--- config.mk ---
export PLATFORM = sky130hd
export DESIGN_NAME = imem_loader
export DESIGN_NICKNAME = d
export VERILOG_FILES = /design/src/rtl/imem_loader.sv
export SDC_FILE = /design/constraint.sdc
export NUM_CORES = 1
export LEC_CHECK = 0
export BUFFER_PORTS_ARGS = -buffer_cell sky130_fd_sc_hd__buf_4
export CAP_MARGIN = 0
export CORE_MARGIN = 3
export CORE_UTILIZATION = 45
export CTS_BUF_LIST = sky130_fd_sc_hd__clkbuf_4
export CTS_CLUSTER_SIZE = 8
export DETAILED_ROUTE_END_ITERATION = 10
export MAX_ROUTING_LAYER = met4
export PLACE_DENSITY = 0.69
export SLEW_MARGIN = 20
export SYNTH_ARGS = -nofsm -noshare
export SYNTH_HDL_FRONTEND = slang
export SYNTH_SLANG_ARGS = --single-unit
--- constraint.sdc ---
create_clock -name clk_i -period 4.35 [get_ports clk_i]
set_input_delay 0.87 -clock clk_i [delete_from_list [all_inputs] [get_ports clk_i]]
set_output_delay 0.87 -clock clk_i [all_outputs]
set_load 0.1 [all_outputs]
--- src/rtl/imem_loader.sv ---
// Boot loader: turns a framed byte stream into 32-bit little-endian instruction RAM writes.
// Latency: MEM_WE rises one cycle after the 4th byte of a word is accepted; all outputs are registered.
// Backpressure: RX_READY is low outside header/data/checksum states and during each write cycle; no skid buffer.
// Optional trailing XOR checksum byte: define IMEM_LOADER_CHECKSUM_EN.
module imem_loader #(
  parameter logic [31:0] BASE_ADDR = 32'h0000_0000,
  parameter int unsigned MAX_WORDS = 1024,
  parameter logic        BOOT_HOLD = 1'b1
) (
  input  logic        clk_i,
  input  logic        rst_i,
  input  logic        start_i,
  input  logic [7:0]  rx_data_i,
  input  logic        rx_valid_i,
  output logic        rx_ready_o,
  output logic        mem_we_o,
  output logic [31:0] mem_addr_o,
  output logic [31:0] mem_wdata_o,
  output logic        cpu_hold_o,
  output logic        busy_o,
  output logic        done_o,
  output logic        error_o,
  output logic [15:0] word_cnt_o
);

`ifdef IMEM_LOADER_CHECKSUM_EN
  typedef enum logic [2:0] {
    S_IDLE, S_HDR_LO, S_HDR_HI, S_DATA, S_WRITE, S_FINISH, S_ERR, S_CHK
  } state_t;
  // After the last word (or an empty frame) the trailing checksum byte is expected.
  localparam state_t S_TAIL = S_CHK;
`else
  typedef enum logic [2:0] {
    S_IDLE, S_HDR_LO, S_HDR_HI, S_DATA, S_WRITE, S_FINISH, S_ERR
  } state_t;
  localparam state_t S_TAIL = S_FINISH;
`endif

  // One extra bit so a 16-bit count can be compared against the limit without truncation.
  localparam logic [16:0] MAX_N = 17'(MAX_WORDS);

  state_t      state_q, state_d;
  logic [15:0] n_q, n_d;
  logic [1:0]  lane_q, lane_d;
  logic [7:0]  csum_q, csum_d;
  logic        rdy_q, rdy_d;
  logic        we_q, we_d;
  logic [31:0] addr_q, addr_d;
  logic [31:0] wdata_q, wdata_d;
  logic        hold_q, hold_d;
  logic        busy_q, busy_d;
  logic        done_q, done_d;
  logic        err_q, err_d;
  logic [15:0] cnt_q, cnt_d;
  logic [15:0] n_new;
  logic        accept;

  assign accept = rx_valid_i & rdy_q;
  assign n_new  = {rx_data_i, n_q[7:0]};

  // Next state and next registered outputs; outputs are derived from the state being entered.
  always_comb begin
    state_d = state_q;
    n_d     = n_q;
    lane_d  = lane_q;
    csum_d  = csum_q;
    addr_d  = addr_q;
    wdata_d = wdata_q;
    hold_d  = hold_q;
    err_d   = err_q;
    cnt_d   = cnt_q;
    case (state_q)
      S_IDLE, S_ERR: begin
        if (start_i) begin
          state_d = S_HDR_LO;
          hold_d  = 1'b1;
          err_d   = 1'b0;
          cnt_d   = '0;
          addr_d  = BASE_ADDR;
          lane_d  = '0;
          csum_d  = '0;
        end
      end
      S_HDR_LO: begin
        if (accept) begin
          n_d     = {n_q[15:8], rx_data_i};
          csum_d  = csum_q ^ rx_data_i;
          state_d = S_HDR_HI;
        end
      end
      S_HDR_HI: begin
        if (accept) begin
          n_d    = n_new;
          csum_d = csum_q ^ rx_data_i;
          if ({1'b0, n_new} > MAX_N) begin
            state_d = S_ERR;
            err_d   = 1'b1;
            hold_d  = 1'b1;
          end else if (n_new == 16'd0) begin
            state_d = S_TAIL;
          end else begin
            state_d = S_DATA;
          end
        end
      end
      S_DATA: begin
        if (accept) begin
          wdata_d[{lane_q, 3'b000} +: 8] = rx_data_i;
          csum_d = csum_q ^ rx_data_i;
          lane_d = lane_q + 2'd1;
          if (lane_q == 2'd3) state_d = S_WRITE;
        end
      end
      S_WRITE: begin
        addr_d  = addr_q + 32'd4;
        cnt_d   = cnt_q + 16'd1;
        state_d = (cnt_d < n_q) ? S_DATA : S_TAIL;
      end
      S_FINISH: state_d = S_IDLE;
`ifdef IMEM_LOADER_CHECKSUM_EN
      S_CHK: begin
        if (accept) begin
          if (rx_data_i == csum_q) begin
            state_d = S_FINISH;
          end else begin
            state_d = S_ERR;
            err_d   = 1'b1;
            hold_d  = 1'b1;
          end
        end
      end
`endif
      default: state_d = S_IDLE;
    endcase
    // Registered outputs reflect the state entered on this edge.
    we_d   = (state_d == S_WRITE);
    rdy_d  = (state_d == S_HDR_LO) || (state_d == S_HDR_HI) || (state_d == S_DATA)
`ifdef IMEM_LOADER_CHECKSUM_EN
             || (state_d == S_CHK)
`endif
             ;
    busy_d = (state_d != S_IDLE) && (state_d != S_ERR);
    done_d = (state_d == S_FINISH);
    if (state_d == S_FINISH) hold_d = 1'b0;
  end

  // State and output registers with asynchronous reset to the boot values.
  always_ff @(posedge clk_i or posedge rst_i) begin
    if (rst_i) begin
      state_q <= S_IDLE;
      n_q     <= '0;
      lane_q  <= '0;
      csum_q  <= '0;
      rdy_q   <= 1'b0;
      we_q    <= 1'b0;
      addr_q  <= BASE_ADDR;
      wdata_q <= '0;
      hold_q  <= BOOT_HOLD;
      busy_q  <= 1'b0;
      done_q  <= 1'b0;
      err_q   <= 1'b0;
      cnt_q   <= '0;
    end else begin
      state_q <= state_d;
      n_q     <= n_d;
      lane_q  <= lane_d;
      csum_q  <= csum_d;
      rdy_q   <= rdy_d;
      we_q    <= we_d;
      addr_q  <= addr_d;
      wdata_q <= wdata_d;
      hold_q  <= hold_d;
      busy_q  <= busy_d;
      done_q  <= done_d;
      err_q   <= err_d;
      cnt_q   <= cnt_d;
    end
  end

  assign rx_ready_o  = rdy_q;
  assign mem_we_o    = we_q;
  assign mem_addr_o  = addr_q;
  assign mem_wdata_o = wdata_q;
  assign cpu_hold_o  = hold_q;
  assign busy_o      = busy_q;
  assign done_o      = done_q;
  assign error_o     = err_q;
  assign word_cnt_o  = cnt_q;

endmodule
==> flow_summary.yaml, run 1 <==
logic_synthesis:
  synth_top_family_by_area: "simple AND/OR/NAND/NOR gates"
  synth_fa_ha_area_share_pct: 5.49
  synth_edf_count: 0
  async_reset_ff_share_pct: 100
  synth_area_um2: 5240
  synthSimpleGateAreaFrac_pct: 21.9
  synthMuxAreaShare_pct: 0.955
  synth_compound_area_share_pct: 15.2
  ys_ff_latch: 105
  synthCells: 580
  syn_avg_cell_area_um2: 9.03
  synth_ff_type: "dfrtp_1"
  synth_xor_area_share_pct: 2.67
  synth.distinct_cells: 48
  yosysSeqAreaShare_pct: 50.2
  ys_warn_count: 0
grt:
  grt_pass1_vias: 4313
  grt_pass1_wl_mm: 21.6
  grt_usage_pct: 21.3
  grt_antenna_before_repair: 0
  grt_max_degree: 45
  grt_overflow: 0
place:
  place_congestion: 0.826
  pre_cts_ws_ns: 1.21
  io_buffers: 95
  place_hpwl_mm: 9.25
sta:
  maxSlewViolCount: 0
  setup_slack_ns: 1.13
  finalHoldViolations: 0
  setup_viol: 0
  worst_pin_slew_ns: 0.965
  final.min_clock_period_ns: 3.22
  timing.final.crit_share_pct: 74.0
  maxSlewHeadroom_pct: 35.6
  fmax_ghz: 0.311
  fin_setup_tns_ns: 0
  rsz0062_at_grt: "no"
  fin_skew_ns: 0.0181
routing:
  via_per_inst: 5.43
  drc: 0
  post_drt_wl_per_cell_um: 15.8
  routed-via-count: 4404
  drt_iter0_markers: 347
  antenna_left: 0
  drt-pass1-iter-count: 4
  wl_mm: 12.8
critical_path:
  reg2reg_depth: 13
  path_class: "reg -> reg"
  reg2reg_slack_ns: 1.13
  r2r_start: "word_cnt_o[0]$_DFFE_PP0P_"
  critical_path.max_fanout: 7
  worstReg2RegEnd: "rx_ready_o$_DFF_PP0_"
  cp.arrival_ns: 3.64
  crit_required_ns: 4.77
  cp-start-kind: "register"
  endpoint_kind: "register"
outcome:
  outcome: "completed"
floorplan:
  ios: 98
  die_y_um: 114
  core_area_um2: 11100
  start_util_pct: 47.1
  die_x_um: 114
  die-area_um2: 13000
  num_rows: 38
clock_network:
  holdBufCountCts: 0
  clock_sinks: 105
  post_cts_buffers: 0
  numCtsBuffers: 9
  clk_pin_slew_ns: 0.17
  cts_root_buf: "clkbuf_4"
  clockBufferDepth: 2
  tritoncts: "done"
  cts_resized: 0
  worstSkewPairLatency_ns: 0.48
  cts_htree_levels: 3
power_and_ir_drop:
  p_leak_nw: 2.98
  power_density_nw_per_um2: 560
  irDropWorstVdd_mv: 0.623
worst_hold_path:
  hp-class: "in -> async"
final_layout:
  area_growth_syn_to_layout_pct: 18.1
  drive_above_1_share_pct: 18.6
  ff_latch_area_um2: 2630
  final_common_cell: "nand2_1"
  multi_input_area_um2: 2430
  final_nets: 701
  fillerInstances: 1042
  layout_common_cells: "nand2_1 (145), dfrtp_1 (104), buf_4 (100), o21ai_0 (85), nand3_1 (31)"
  num_antenna_cells: 0
job:
  maxCapViolCount: 0
## flip-flops by register name (all words and copies together) (netlist names)
register     cells
mem_wdata_o     32
mem_we_o         1
error_o          1
lane_q           2
busy_o           1
rx_ready_o       1
cpu_hold_o       1
word_cnt_o      16
n_q             16
mem_addr_o      30
state_q          3
done_o           1
## worst max-delay path, cell delays in order, from the launching register on
cell and delay, ns:
dfrtp_1 0.47, ha_1 0.23, and4_1 0.28, nand3_1 0.16, nor2_1 0.33, nand3_1 0.18, xnor2_1 0.19, ha_1 0.27
nand4_1 0.14, nor3_1 0.06, nor4_1 0.24, nand2_1 0.16, a21o_4 0.26, o21ba_4 0.21
## how the worst max path moves through the flow
stage / start / endpoint / cells past startpoint
finish: word_cnt_o[0]$_DFFE_PP0P_ / rx_ready_o$_DFF_PP0_ / 13
global route: word_cnt_o[0]$_DFFE_PP0P_ / busy_o$_DFF_PP0_ / 13
CTS: word_cnt_o[0]$_DFFE_PP0P_ / rx_ready_o$_DFF_PP0_ / 13
detailed placement: word_cnt_o[0]$_DFFE_PP0P_ / rx_ready_o$_DFF_PP0_ / 13
global placement: word_cnt_o[0]$_DFFE_PP0P_ / rx_ready_o$_DFF_PP0_ / 13
floorplan: rst_i / busy_o$_DFF_PP0_ / 1
## final cells by class
| cell class | instances | area share [%] |
|---|---|---|
| Sequential cell | 105 | 42.5 |
| Multi-Input combinational cell | 429 | 39.4 |
| Timing Repair Buffer | 100 | 12.1 |
| Tap cell | 140 | 2.83 |
| Inverter | 21 | 1.31 |
| Clock buffer | 9 | 1.09 |
| Clock inverter | 7 | 0.769 |
## power breakdown
part           internal (mW)  switching [mW]
registers               1.17           0.141
clock network          0.115           0.340
logic                  0.406            1.30
total                   1.69            1.78
## routing by layer
metal / track usage (%) / wire, um / share of wire, % / vias up
li1: - / - / - / 2186
met1: 28.3 / 5870 / 46 / 2092
met2: 33.0 / 6080 / 47 / 105
met3: 4.08 / 634 / 4.9 / 21
met4: 7.68 / 263 / 2.0 / 0
met5: - / 0 / 0 / -
## cells by family (layout without fill, tap and decap cells)
| logic type | count (synthesis) | in the layout |
|---|---|---|
| XOR/XNOR | 16 | 16 |
| AO/OA/AOI/OAI | 134 | 134 |
| other | 1 | 2 |
| multiplexers | 5 | 5 |
| adder cells (fa/ha/maj) | 23 | 23 |
| flip-flops | 105 | 105 |
| AND/OR/NAND/NOR | 249 | 249 |
| buffers and inverters | 47 | 137 |
## cells in the mapped netlist (2+ instances only)
master,instances,area share [%]
o31ai_1,14,2.0
nand3_1,31,3.0
buf_4,2,0.29
xnor2_1,9,1.5
nor4_1,5,0.60
nand4_1,8,0.96
inv_1,21,1.5
nor2_1,18,1.3
nor3b_1,5,0.72
o211ai_1,10,1.4
a21oi_1,8,0.76
and3_1,7,0.84
clkbuf_1,22,1.6
dfrtp_1,104,50
a31oi_1,6,0.72
xor2_1,7,1.2
nand2_1,145,10
nor3_1,6,0.57
ha_1,23,5.5
and2_1,5,0.60
o21ai_0,85,8.1
mux2i_1,5,0.96
and4_1,9,1.5
## metrics by stage
stage	util [%]	cells	hold WS, ns	total power, mW	cell area (um2)
detailed placement	54.6	795	0.474	3.04	6070
global route	55.6	811	0.387	3.69	6190
floorplan	-	581	0.472	2.64	5240
finish	55.6	811	0.382	3.47	6190
global placement	54.6	795	0.465	2.99	6070
CTS	55.6	811	0.377	3.49	6190
(Power assumes the default switching activity.)
==> inputs of run 2 (changes only) <==
PLACE_DENSITY = 0.71   (was 0.69)
clock period = 2.8 ns   (was 4.35 ns; I/O delays follow)
==> run 2 against run 1 <==
The run now ends with negative setup slack left. Clock-buffer cell count rose by 2. Register-to-register slack got worse by 1.1 ns. Cell area increased by 5.4%. Flip-flop and latch count unchanged. Largest cell class unchanged. Largest power group unchanged.
==> flow_summary.yaml, run 2 (synthesis gave the netlist of run 1 again) <==
floorplan:
  ios: 98
  die_y_um: 114
  core_area_um2: 11100
  start_util_pct: 47.1
  num_rows: 38
  die_x_um: 114
  die-area_um2: 13000
place:
  placed_cells_incl_taps: 807
  io_buffers: 95
  place_congestion: 0.857
  place_hpwl_mm: 9.46
grt:
  grt_usage_pct: 21.5
  grt_pass1_vias: 4323
  grt_overflow: 0
  grt_antenna_before_repair: 0
  grt_pass1_wl_mm: 21.7
  grt_max_degree: 56
critical_path:
  endpoint_kind: "register"
  startpoint: "word_cnt_o[0]$_DFFE_PP0P_"
  worstReg2RegEnd: "rx_ready_o$_DFF_PP0_"
  reg2reg_slack_ns: -0.02
  cp-start-kind: "register"
  cp.arrival_ns: 3.25
  reg2reg_depth: 13
  critical_path.max_fanout: 5
  crit_end: "rx_ready_o$_DFF_PP0_"
  crit_required_ns: 3.23
  path_class: "reg -> reg"
  r2r_start: "word_cnt_o[0]$_DFFE_PP0P_"
clock_network:
  clk_pin_slew_ns: 0.16
  worstSkewPairLatency_ns: 0.48
  numCtsBuffers: 9
  cts_root_buf: "clkbuf_4"
  clockBufferDepth: 2
  tritoncts: "done"
  holdBufCountCts: 0
  cts_htree_levels: 3
  clock_sinks: 105
routing:
  drt_iter0_markers: 293
  drc: 0
  wl_mm: 13.2
  via_per_inst: 5.45
  drt-pass1-iter-count: 4
  post_drt_wl_per_cell_um: 15.9
  antenna_left: 0
  routed-via-count: 4537
final_layout:
  area_growth_syn_to_layout_pct: 24.5
  final_cells: 833
  final_common_cell: "nand2_1"
  ff_latch_area_um2: 2640
  layout_common_cells: "nand2_1 (144), buf_4 (120), dfrtp_1 (93), o21ai_0 (84), nand3_1 (27)"
  fillerInstances: 1022
  final_nets: 723
  multi_input_area_um2: 2520
  drive_above_1_share_pct: 24.8
  largest_register_ffs: 32
  num_antenna_cells: 0
outcome:
  failed_checks: "negative setup slack"
  outcome: "complete, but fails checks"
power_and_ir_drop:
  irDropWorstVdd_mv: 0.851
  power_mw: 5.68
  p_leak_nw: 3.13
  power_density_nw_per_um2: 871
sta:
  fmax_ghz: 0.355
  setup_viol: 1
  setup_slack_ns: -0.0182
  worst_pin_slew_ns: 0.759
  rsz0062_at_grt: "yes"
  finalHoldViolations: 0
  maxSlewViolCount: 0
  fin_setup_tns_ns: -0.0182
  maxSlewHeadroom_pct: 49.0
  final.min_clock_period_ns: 2.82
  fin_skew_ns: 0.0150
  timing.final.crit_share_pct: 101
worst_hold_path:
  hp-class: "in -> async"
job:
  maxCapViolCount: 0
==> run 2: changes by cell type in the layout (fill, tap and decap cells not counted), moves of 3 or more <==
cell / change
and4_4: +3
dfrtp_1: -11
dfrtp_2: +11
and4_1: -3
buf_4: +20
nand3_1: -4
==> run 2: per-stage QoR <==
step / setup slack [ns] / hold slack, ns / utilization (%) / cell area (um2)
2_1_floorplan: -0.231 / 0.472 / - / 5350
3_3_place_gp: 0.130 / 0.464 / 56.4 / 6280
3_5_place_dp: 0.0446 / 0.472 / 56.4 / 6280
4_1_cts: 0.0208 / 0.131 / 57.9 / 6440
5_1_grt: -0.121 / 0.155 / 58.6 / 6520
6_report: -0.0182 / 0.129 / 58.6 / 6520
==> run 2: area by class of cell <==
class | instances | area share [%]
Sequential cell | 105 | 40.5
Clock inverter | 5 | 1.23
Tap cell | 140 | 2.69
Multi-Input combinational cell | 429 | 38.6
Timing Repair Buffer | 122 | 14.4
Clock buffer | 11 | 1.27
Inverter | 21 | 1.27
==> run 2: how the worst min path moves through the flow <==
| stage | endpoint | slack (ns) | cells past startpoint | startpoint |
|---|---|---|---|---|
| after floorplan | n_q[2]$_DFFE_PP0P_ | 0.47 | 2 | n_q[2]$_DFFE_PP0P_ |
| after global placement | mem_wdata_o[31]$_DFFE_PP0P_ | 0.46 | 2 | mem_wdata_o[31]$_DFFE_PP0P_ |
| after detailed placement | mem_wdata_o[30]$_DFFE_PP0P_ | 0.47 | 2 | mem_wdata_o[30]$_DFFE_PP0P_ |
| after CTS | word_cnt_o[5]$_DFFE_PP0P_ | 0.13 | 2 | rst_i |
| after global routing | state_q[0]$_DFF_PP0_ | 0.15 | 2 | rst_i |
| final | mem_addr_o[26]$_DFFE_PP0P_ | 0.13 | 2 | rst_i |
==> run 2: metal layers <==
layer	vias up	global-route usage (%)	part of all wire [%]
met5	-	-	0
met3	18	3.13	4.0
met4	0	7.76	2.0
li1	2230	-	-
met2	93	34.2	48
met1	2196	28.3	46
==> run 2: timing repair <==
action,4_1_cts,5_1_grt
endpoints found under the setup margin,1,5
pin swaps,0,8
cloned,0,0
buffers inserted,0,10
resized for setup,1,2
==> run 2: power by group <==
| part | switching (mW) | internal [mW] |
|---|---|---|
| combinational | 2.04 | 0.711 |
| sequential | 0.224 | 1.81 |
| clock | 0.510 | 0.381 |
==> run 2: worst max-delay path: stages (launching register included) <==
cell and delay [ns]:
dfrtp_2 0.46, ha_4 0.16, and4_4 0.25, nand3_4 0.11
nor2_4 0.14, nand3_2 0.10, xnor2_1 0.15, ha_1 0.29
nand4_1 0.13, nor3_1 0.07, nor4_1 0.26, nand2_1 0.19
a21o_4 0.27, o21ba_4 0.21
==> inputs of run 3 (changes only) <==
--- a/config.mk
+++ b/config.mk
@@ -16,2 +16,3 @@
 export PLACE_DENSITY = 0.71
+export SKIP_LAST_GASP = 1
 export SLEW_MARGIN = 20
==> constraint.sdc (replaced) <==
create_clock -name clk_i -period 2.8 [get_ports clk_i]
set_input_delay 0.28 -clock clk_i [delete_from_list [all_inputs] [get_ports clk_i]]
set_output_delay 0.28 -clock clk_i [all_outputs]
set_load 0.1 [all_outputs]
==> run 3 against run 2 <==
The flow now finishes without violations. Combinational power is essentially flat. Sequential power is essentially flat. Power decreased by 3.7%. Sequential share of layout area increased by 0.51 points. Flip-flop and latch count is the same. Worst hold slack lost 0.041 ns. Cell area decreased by 1.2%.
==> flow_summary.yaml, run 3 (synthesis gave the netlist of run 1 again) <==
outcome:
  outcome: "completed"
sta:
  setup_viol: 0
  setup_slack_ns: 0.0518
  final.min_clock_period_ns: 2.75
  maxSlewViolCount: 0
  maxSlewHeadroom_pct: 41.4
  fmax_ghz: 0.364
  rsz0062_at_grt: "yes"
  finalHoldViolations: 0
  worst_pin_slew_ns: 0.877
  timing.final.crit_share_pct: 98.2
  fin_skew_ns: 0.0139
critical_path:
  cp.arrival_ns: 3.17
  cp-start-kind: "register"
  endpoint_kind: "register"
  worstReg2RegEnd: "rx_ready_o$_DFF_PP0_"
  reg2reg_slack_ns: 0.05
  critPathMaxStageDelay_ns: 0.45
  critical_path.max_fanout: 5
  slowest_stage: "dfrtp_2"
  critPathTopFamily: "simple AND/OR/NAND/NOR gates"
  path_class: "reg -> reg"
  critPathBufInv: 0
  crit_required_ns: 3.22
  path_cells: "ha_4 -> and4_4 -> nand3_4 -> nor2_4 -> nand3_2 -> xnor2_1 -> ha_1 -> nand4_1 -> nor3_1 -> nor4_1 -> nand2_1 -> a21o_4 -> o21ba_4"
  reg2reg_depth: 13
  r2r_start: "word_cnt_o[1]$_DFFE_PP0P_"
floorplan:
  start_util_pct: 47.1
  num_rows: 38
  die_y_um: 114
  die_x_um: 114
  core_area_um2: 11100
  die-area_um2: 13000
  ios: 98
worst_hold_path:
  hold_path_depth: 3
  hold_start: "rx_data_i[4]"
  hp-class: "in -> reg"
  min_to: "mem_wdata_o[4]$_DFFE_PP0P_"
power_and_ir_drop:
  power_density_nw_per_um2: 849
  irDropWorstVdd_mv: 0.825
  power_mw: 5.47
  p_leak_nw: 3.08
place:
  place_hpwl_mm: 9.42
  place_congestion: 0.824
  io_buffers: 95
  pre_cts_ws_ns: -0.0518
final_layout:
  drive_above_1_share_pct: 24.2
  final_nets: 719
  area_growth_syn_to_layout_pct: 22.9
  fillerInstances: 1008
  layout_common_cells: "nand2_1 (144), buf_4 (116), dfrtp_1 (93), o21ai_0 (84), nand3_1 (27)"
  largest_register_ffs: 32
  final_common_cell: "nand2_1"
grt:
  grt_pass1_wl_mm: 21.9
  use_met2_pct: 33.7
  busiest_layer: "met2"
  grt_overflow: 0
  grt_pass1_vias: 4361
  grt_usage_pct: 21.8
  grtUsageMet1_pct: 29.1
  grt_antenna_before_repair: 1
  grt_max_degree: 55
  grt_use_met3_pct: 4.03
clock_network:
  clock_sinks: 105
  tritoncts: "done"
  numCtsBuffers: 9
  clk_pin_slew_ns: 0.15
  worstSkewPairLatency_ns: 0.48
  clockBufferDepth: 2
  cts_htree_levels: 3
  cts_root_buf: "clkbuf_4"
routing:
  via_per_inst: 5.48
  drc: 0
  wl_mm: 13.0
  antenna_left: 0
  drt-pass1-iter-count: 5
  post_drt_wl_per_cell_um: 15.7
  routed-via-count: 4550
  drt_iter0_markers: 338
job:
  maxCapViolCount: 0
run 3: worst max path at each step:
stage / startpoint / endpoint / slack, ns / depth (start not counted)
2_1_floorplan: word_cnt_o[2]$_DFFE_PP0P_ / rx_ready_o$_DFF_PP0_ / -0.23 / 13
3_3_place_gp: word_cnt_o[7]$_DFFE_PP0P_ / rx_ready_o$_DFF_PP0_ / 0.10 / 11
3_5_place_dp: word_cnt_o[7]$_DFFE_PP0P_ / busy_o$_DFF_PP0_ / -0.05 / 11
4_1_cts: word_cnt_o[1]$_DFFE_PP0P_ / rx_ready_o$_DFF_PP0_ / 0.003 / 13
5_1_grt: word_cnt_o[1]$_DFFE_PP0P_ / rx_ready_o$_DFF_PP0_ / -0.08 / 13
6_report: word_cnt_o[1]$_DFFE_PP0P_ / rx_ready_o$_DFF_PP0_ / 0.05 / 13
run 3: metal layers:
metal	part of all wire (%)	vias to the layer above	wire length (um)
li1	-	2225	-
met1	45	2214	5870
met2	49	91	6320
met3	4.6	20	598
met4	1.8	0	231
met5	0	-	0
run 3: cell type report:
class / instances / area [um2] / share of cell area, %
clock inverter: 5 / 32.5 / 0.505
tap: 140 / 175 / 2.72
sequential: 105 / 2640 / 41.0
multi-input combinational: 429 / 2520 / 39.2
inverter: 21 / 82.6 / 1.28
antenna: 1 / 2.50 / 0.0389
timing repair buffer: 118 / 901 / 14.0
clock buffer: 11 / 82.6 / 1.28
run 3: where the power goes:
| group | switching, mW | total, mW | internal [mW] |
|---|---|---|---|
| Combinational | 2.04 | 2.74 | 0.707 |
| Clock | 0.495 | 0.695 | 0.200 |
| Sequential | 0.215 | 2.03 | 1.81 |
| Total | 2.75 | 5.47 | 2.72 |
run 3: what timing repair did:
item / CTS / global route
hold buffers: 1 / 0
cloned: 0 / 0
endpoints found under the setup margin: 3 / 4
hold endpoints to repair: 36 / 0
pin swaps: 3 / 2
setup buffers: 4 / 1
resized for setup: 3 / 1
run 3: through the flow:
step	TNS [ns]	cells	utilization [%]	instance area (um2)	hold WS (ns)
2_1_floorplan	-0.947	581	-	5350	0.397
3_3_place_gp	0	807	56.3	6270	0.465
3_5_place_dp	-0.0567	807	56.3	6270	0.471
4_1_cts	0	828	57.8	6430	0.0626
5_1_grt	-0.205	830	57.9	6440	0.0819
6_report	0	830	57.9	6440	0.0877
run 3: tightest hold or removal path, delay by kind of cell:
kind	cells	cell delay [ns]
buffers and inverters	1	0.15
AO/OA/AOI/OAI	1	0.06
AND/OR/NAND/NOR	1	0.05
